<file path="src/rtl/aes_pkg.sv">
// Shared AES block geometry and controller state encoding.
package aes_pkg;

  localparam int unsigned AES_BLOCK_BITS  = 128;
  localparam int unsigned AES_BLOCK_BYTES = 16;

  typedef enum logic [1:0] {
    ST_COLLECT = 2'd0,
    ST_START   = 2'd1,
    ST_WAIT    = 2'd2,
    ST_SEND    = 2'd3
  } state_e;

endpackage

</file>
<file path="src/rtl/aes_challenge_ctrl.sv">
// Byte-stream wrapper around an AES-128 core: gathers a 16-byte challenge, runs the
// core with timeout/retry and streams the 16-byte ciphertext back out.
module aes_challenge_ctrl
  import aes_pkg::*;
#(
  parameter int unsigned TIMEOUT_CYCLES = 32,
  parameter int unsigned MAX_RETRY      = 2
) (
  input  logic         clk,
  input  logic         rst,
  input  logic [7:0]   in_data,
  input  logic         in_valid,
  output logic         in_ready,
  output logic [7:0]   out_data,
  output logic         out_valid,
  input  logic         out_ready,
  output logic [127:0] aes_plaintext,
  output logic         aes_start,
  input  logic         aes_done,
  input  logic [127:0] aes_ciphertext,
  input  logic         abort,
  output logic         busy,
  output logic         err_timeout
);

  localparam int unsigned TW = $clog2(TIMEOUT_CYCLES);
  localparam int unsigned RW = (MAX_RETRY > 0) ? $clog2(MAX_RETRY + 1) : 1;

  state_e                    state_q;
  logic [3:0]                byte_cnt_q;
  logic [TW-1:0]             timer_q;
  logic [RW-1:0]             retry_q;
  logic [AES_BLOCK_BITS-1:0] pt_q;
  logic [AES_BLOCK_BITS-1:0] shreg_q;
  logic                      aes_start_q;
  logic                      out_valid_q;

  logic wait_expired;
  logic retry_left;

  // A WAIT cycle with the timer exhausted and no completion from the core
  assign wait_expired = (state_q == ST_WAIT) && !aes_done && (timer_q == '0);
  assign retry_left   = (retry_q < RW'(MAX_RETRY));

  assign in_ready      = !rst && (state_q == ST_COLLECT);
  assign busy          = (state_q != ST_COLLECT);
  assign out_data      = shreg_q[AES_BLOCK_BITS-1 -: 8];
  assign out_valid     = out_valid_q;
  assign aes_start     = aes_start_q;
  assign aes_plaintext = pt_q;
  // Flagged in the final expired WAIT cycle so it lands exactly TIMEOUT_CYCLES after the last start
  assign err_timeout   = !rst && !abort && wait_expired && !retry_left;

  always_ff @(posedge clk) begin
    if (rst) begin
      state_q     <= ST_COLLECT;
      byte_cnt_q  <= '0;
      timer_q     <= '0;
      retry_q     <= '0;
      pt_q        <= '0;
      shreg_q     <= '0;
      aes_start_q <= 1'b0;
      out_valid_q <= 1'b0;
    end else if (abort) begin
      state_q     <= ST_COLLECT;
      byte_cnt_q  <= '0;
      timer_q     <= '0;
      retry_q     <= '0;
      aes_start_q <= 1'b0;
      out_valid_q <= 1'b0;
    end else begin
      aes_start_q <= 1'b0;
      unique case (state_q)
        ST_COLLECT: begin
          if (in_valid && in_ready) begin
            pt_q       <= {pt_q[AES_BLOCK_BITS-9:0], in_data};
            byte_cnt_q <= byte_cnt_q + 4'd1;
            if (byte_cnt_q == 4'(AES_BLOCK_BYTES - 1)) begin
              state_q     <= ST_START;
              aes_start_q <= 1'b1;
            end
          end
        end
        ST_START: begin
          timer_q <= TW'(TIMEOUT_CYCLES - 1);
          state_q <= ST_WAIT;
        end
        ST_WAIT: begin
          if (aes_done) begin
            shreg_q     <= aes_ciphertext;
            retry_q     <= '0;
            state_q     <= ST_SEND;
            out_valid_q <= 1'b1;
          end else if (timer_q == '0) begin
            if (retry_left) begin
              retry_q     <= retry_q + RW'(1);
              state_q     <= ST_START;
              aes_start_q <= 1'b1;
            end else begin
              retry_q <= '0;
              state_q <= ST_COLLECT;
            end
          end else begin
            timer_q <= timer_q - TW'(1);
          end
        end
        ST_SEND: begin
          if (out_valid_q && out_ready) begin
            shreg_q    <= {shreg_q[AES_BLOCK_BITS-9:0], 8'h00};
            byte_cnt_q <= byte_cnt_q + 4'd1;
            if (byte_cnt_q == 4'(AES_BLOCK_BYTES - 1)) begin
              state_q     <= ST_COLLECT;
              out_valid_q <= 1'b0;
            end
          end
        end
        default: state_q <= ST_COLLECT;
      endcase
    end
  end

endmodule

</file>
<file path="config.mk">
export PLATFORM = sky130hd
export DESIGN_NAME = aes_challenge_ctrl
export DESIGN_NICKNAME = d
export VERILOG_FILES = /design/src/rtl/aes_pkg.sv /design/src/rtl/aes_challenge_ctrl.sv
export SDC_FILE = /design/constraint.sdc
export NUM_CORES = 1
export LEC_CHECK = 0
export ABC_AREA = 1
export CORE_ASPECT_RATIO = 0.8
export CORE_UTILIZATION = 40
export CTS_BUF_LIST = sky130_fd_sc_hd__clkbuf_16
export CTS_CLUSTER_DIAMETER = 50
export DETAILED_ROUTE_END_ITERATION = 8
export PLACE_DENSITY = 0.7
export SYNTH_ARGS = -nofsm -noshare
export SYNTH_HDL_FRONTEND = slang
export SYNTH_SLANG_ARGS = --single-unit
</file>
<file path="constraint.sdc">
create_clock -name clk -period 1.4 [get_ports clk]
set_clock_uncertainty 0.15 [all_clocks]
set_input_delay 0.28 -clock clk [delete_from_list [all_inputs] [get_ports clk]]
set_output_delay 0.28 -clock clk [all_outputs]
set_load 0.05 [all_outputs]
</file>
# Word-level counts from Yosys, hierarchy flattened
# Index checks and enable logic that the tools add are counted.
word_totals:
  latchBits: 0
  ram_bits: 0
  register_bits: 271
  rom_bits: 0
  wordCells: 82
  n_memories: 0
  out_inout_bits: 141
classes:
  add_sub_neg: 3
  n_shift: 0
  n_lt_le_gt_ge: 1
  muxes: 30
  mul: 0
  reduce_logical: 27
  div: 0
  bitwise: 1
  n_eq_ne: 12
op_table:
  columns: ["cell", "n"]
  rows:
  - ["128-bit two-way mux", 2]
  - ["128-bit case mux with 2 select lines", 1]
  - ["2-bit two-way mux", 9]
  - ["5-bit two-way mux", 2]
  - ["2-bit inequality test (second input constant)", 5]
  - ["5-bit case mux with 2 select lines", 1]
  - ["2-bit nonzero test", 5]
  - ["1-bit two-way mux", 9]
  - ["3-bit AND reduction", 3]
  - ["1-bit logical AND", 8]
  - ["4-bit two-way mux", 2]
  - ["2-bit case mux with 4 select lines", 1]
  - ["4-bit case mux with 2 select lines", 1]
  - ["4-bit AND reduction", 2]
  - ["5-bit logical NOT", 1]
  - ["5-bit AND reduction", 1]
  - ["5-bit by 1-bit subtractor with 5-bit output (second input constant)", 1]
  - ["4-bit by 1-bit adder with 4-bit output (second input constant)", 1]
  - ["2-bit == test (second input constant)", 2]
  - ["4-bit == test (second input constant)", 1]
  - ["1-bit logical NOT", 4]
  - ["2-bit by 1-bit inequality test with 1-bit output (second input constant)", 2]
  - ["1-bit case mux with 2 select lines", 2]
  - ["3-bit by 2-bit inequality test with 1-bit output (second input constant)", 1]
  - ["7 further kinds", 7]

# Longest topological paths before layout
logic_depth:
  word_depth: 5
  mapped_depth: 10
  depth_no_buf: 10

# Least setup slack after synthesis
# Ideal clock, no wire load.
synth_timing:
  kind: "input -> output"
  from: "in rst"
  to: "out err_timeout"
  arrival_time_ps: 2057
  setup_slack_ps: -1087
  stages: 4
  path_buffers: 1
  cell_sequence: "buf_2 -> nor2_1 -> inv_1 -> nor3_1"
synth_via:
  elab_chain_cells: 4
synth_lines:
  columns: ["item", "line", "text"]
  rows:
  - ["start: declaration", "aes_challenge_ctrl.sv:10", "input logic rst,"]
  - ["1-bit logical NOT", "aes_challenge_ctrl.sv:52", "assign err_timeout = !rst && !abort && wait_expired && !retry_left;"]
  - ["1-bit logical AND (3 in a row)", "aes_challenge_ctrl.sv:52", null]
  - ["end: declaration", "aes_challenge_ctrl.sv:23", "output logic err_timeout"]
# No other way between the ends.

# Worst setup path after layout
layout_timing:
  from: "reg timer_q[1]"
  to: "out err_timeout"
layout_via:
  elab_chain_cells: 4
layout_lines:
  columns: ["item", "line", "text"]
  rows:
  - ["start: declaration", "aes_challenge_ctrl.sv:31", "logic [TW-1:0] timer_q;"]
  - ["start signal: assignment", "aes_challenge_ctrl.sv:85", "timer_q <= TW'(TIMEOUT_CYCLES - 1);"]
  - ["start signal: assignment", "aes_challenge_ctrl.sv:104", "timer_q <= timer_q - TW'(1);"]
  - ["5-bit logical NOT", "aes_challenge_ctrl.sv:42", "assign wait_expired = (state_q == ST_WAIT) && !aes_done && (timer_q == '0);"]
  - ["1-bit logical AND", "aes_challenge_ctrl.sv:42", null]
  - ["1-bit logical AND (2 in a row)", "aes_challenge_ctrl.sv:52", null]
# No other way between the ends.

==> impl_metrics.py <==
metrics = {
    "status": {
        "status": "finished with violations",
        "violations": "negative setup slack",
    },
    "critical_path": {
        "critPathMaxStageDelay_ns": 0.34,
        "r2r.worst_path.cells": 12,
        "reg2reg_to": "aes_plaintext[122]$_SDFFE_PP0P_",
        "cp_cell_sequence": "inv_2, ha_4, inv_4, nor2_4, nand2_2, inv_2, nand2_2, nor3_4, buf_12",
        "critical-path-top-delay-family": "simple AND/OR/NAND/NOR gates",
        "rrSetupSlack_ns": -1.02,
        "rr_startpoint": "state_q[1]$_SDFFE_PP0P_",
        "cp-end-kind": "output port",
        "cp_num_cells": 9,
        "worstPathMaxFanout": 2,
        "path_buf_inv": 4,
        "slowest_stage": "dfxtp_2",
        "arrival_ns": 1.99,
        "crit_type": "reg2out",
        "required_ns": 0.97,
        "start_kind": "flip-flop",
    },
    "layout": {
        "layout_commonest_cell": "buf_12",
        "finalNonFillerCells": 2621,
        "drive_gt1_share_pct": 68.18,
        "finalNetCount": 2373,
        "syn_to_final_growth_pct": 134.6,
        "fillers": 470,
        "most-common-layout-cells": "buf_12 (204), buf_4 (192), nand2_1 (190)",
        "finalInstanceArea_um2": 26660,
        "final_core_util_pct": 96.73,
    },
    "yosys": {
        "yosysWarnings": 0,
        "synth.avg_cell_area_um2": 6.864,
        "syn-cell-area_um2": 11370,
        "synth-seq-cells": 271,
        "synthCells": 1656,
        "ys_types": 25,
        "synthesis.nets": 1800,
        "synth-seq-area-share_pct": 47.73,
    },
    "pwr": {
        "p_int_mw": 14.46,
        "total_power_mw": 21.19,
        "p_leak_nw": 11.65,
        "p_switching_mw": 6.739,
        "powerDensity_nw_per_um2": 794.8,
        "ir_worst_vdd_mv": 1.017,
        "seqPwrFrac_pct": 38.0,
        "clkPwrFrac_pct": 41.3,
        "pwr-share-comb_pct": 20.8,
        "p_sw_share_pct": 31.79,
    },
    "floorplanning": {
        "dieHeight_um": 152.8,
        "ios": 283,
        "die_area_um2": 29100,
        "die_x_um": 190.5,
        "initial_utilization_pct": 41.24,
        "rows": 54,
        "fp.coreArea_um2": 27570,
    },
    "worst_hold_path": {
        "hold-path-endpoint": "shreg_q[0]$_SDFFE_PP0P_",
        "min_path_cells": 3,
        "worstHoldStart": "aes_ciphertext[0]",
        "hold_path_class": "in2reg",
    },
    "clock_network": {
        "cts_max_level": 1,
        "cts_buffers": 30,
        "cts-root-buf": "clkbuf_16",
        "cts_sinks": 271,
        "cts_tree": "done",
        "path_clk_slew_ns": 0.07,
        "clock_latency_ns": 0.62,
        "clock_path_buffers": 3,
    },
    "timing": {
        "period_minus_slack_ns": 2.415,
        "drv_slew": 0,
        "hold_viol": 0,
        "worst_slew_pin_slew_ns": 1.209,
        "setup_violations": 412,
        "rsz0062_at_grt": "true",
        "max_freq_ghz": 0.4141,
        "fin_ws_ns": -1.015,
        "relSlewSlack_pct": 19.40,
        "min_period_over_period_pct": 172.5,
    },
    "placement": {
        "dp_cells": 2257,
        "dp_hpwl_um": 23380,
        "numPortBuffers": 282,
        "pre_cts_ws_ns": -0.5654,
        "routabilityCongestion": 0.9076,
        "dpl-instance-area_um2": 16520,
    },
    "global_routing": {
        "grt_max_degree": 127,
        "grt_pass1_wl_um": 87910,
        "grt_pass1_vias": 15496,
        "antenna_found_initial": 9,
        "grt_usage_pct": 38.53,
        "overflow": 0,
    },
    "routing": {
        "drc": 0,
        "detail-route-antenna-nets": 0,
        "vias": 17054,
        "wl_um": 83250,
        "vias_per_cell": 6.507,
        "dr.pass1.iters": 6,
        "first_iter_violations": 2162,
        "wl_per_cell_um": 31.76,
    },
    "run": {
        "max_cap_viol_count": 0,
    },
}
[logic make-up (layout without fill, tap and decap cells)]
group                    after synthesis  in the layout  share of synthesized area (%)
XOR/XNOR                               1              1                        0.07706
AO/OA/AOI/OAI                        270            270                          11.90
adder cells (fa/ha/maj)                2              2                         0.2201
other                                  0              4                              0
flip-flops                           271            271                          47.73
AND/OR/NAND/NOR                      953            955                          33.36
buffers and inverters                159            754                          6.714
[area by class of cell]
| class | count | area [um2] | area share, % |
|---|---|---|---|
| flip-flops and latches | 271 | 5853 | 21.95 |
| well taps | 364 | 455.4 | 1.708 |
| clock buffers | 31 | 775.7 | 2.909 |
| multi-input cells | 1228 | 9557 | 35.84 |
| clock inverters | 25 | 239.0 | 0.8963 |
| diodes | 4 | 10.01 | 0.03754 |
| inverters | 25 | 132.6 | 0.4974 |
| repair buffers | 671 | 9595 | 35.99 |
| repair inverters | 2 | 46.29 | 0.1736 |
[worst max-delay path by stage]
stage / start / endpoint
after floorplan: timer_q[0]$_SDFFE_PP0P_ / err_timeout
after global placement: abort / aes_plaintext[60]$_SDFFE_PP0P_
after detailed placement: in_valid / aes_plaintext[124]$_SDFFE_PP0P_
after CTS: timer_q[0]$_SDFFE_PP0P_ / err_timeout
after global routing: timer_q[1]$_SDFFE_PP0P_ / err_timeout
final: timer_q[1]$_SDFFE_PP0P_ / err_timeout
[tightest hold or removal path, delay by kind of cell]
kind / cells / cell delay, ns
and+or+nand+nor: 1 / 0.10
AOI/OAI and AO/OA: 1 / 0.07
buffers and inverters: 1 / 0.43
[cell usage after synthesis]
cell | number | area, um2
clkbuf_1 | 53 | 198.9
xnor2_1 | 1 | 8.760
or2_2 | 1 | 6.260
buf_1 | 2 | 7.510
nor2_2 | 1 | 6.260
nand3_1 | 140 | 700.7
clkbuf_4 | 3 | 22.52
a31oi_1 | 1 | 6.260
buf_6 | 2 | 22.52
nand2_4 | 1 | 11.26
nand2_2 | 1 | 6.260
inv_1 | 22 | 82.58
o21ai_1 | 20 | 100.1
nand4_1 | 8 | 50.05
nand3b_1 | 1 | 7.510
nor2_1 | 274 | 1028
buf_2 | 55 | 275.3
nor3_1 | 1 | 5.000
dfxtp_1 | 271 | 5425
ha_1 | 2 | 25.02
inv_2 | 3 | 11.26
nand2_1 | 525 | 1971
buf_4 | 19 | 142.6
a21oi_1 | 136 | 680.7
o21ai_0 | 113 | 565.5
[power by group through the flow]
stage	clock, mW	combinational (mW)	sequential [mW]
floorplan	0	0.610	8.81
global placement	0	2.60	8.30
detailed placement	0	2.63	8.30
CTS	8.11	3.65	8.03
global route	8.94	4.47	8.06
finish	8.74	4.40	8.05
[stage by stage]
stage / TNS (ns) / hold WS (ns)
6_report: -212.62 / 0.1934
5_1_grt: -227.82 / 0.1821
3_5_place_dp: -125.66 / 0.3017
3_3_place_gp: -116.88 / 0.2938
2_1_floorplan: -3.574 / 0.2649
4_1_cts: -154.93 / 0.1623
[flip-flops by register name (all words and copies together), names as in the netlist]
register,flops
aes_start,1
shreg_q,128
retry_q,2
timer_q,5
state_q,2
byte_cnt_q,4
aes_plaintext,128
out_valid,1
[layer usage]
layer | part of all wire (%) | global-route usage [%] | vias to the layer above
li1 | - | - | 6502
met1 | 32 | 45.90 | 7996
met2 | 44 | 65.56 | 1753
met3 | 13 | 6.748 | 797
met4 | 11 | 20.88 | 6
met5 | 0.078 | 0 | -
[repair_timing]
item,4_1_cts,5_1_grt
setup buffers,186,70
cloned,73,16
hold buffers,1,0
pin swaps,321,249
hold endpoints to repair,2,0
resized for setup,944,698
setup endpoints to repair,411,412
Power figures use the tool's default switching activity.
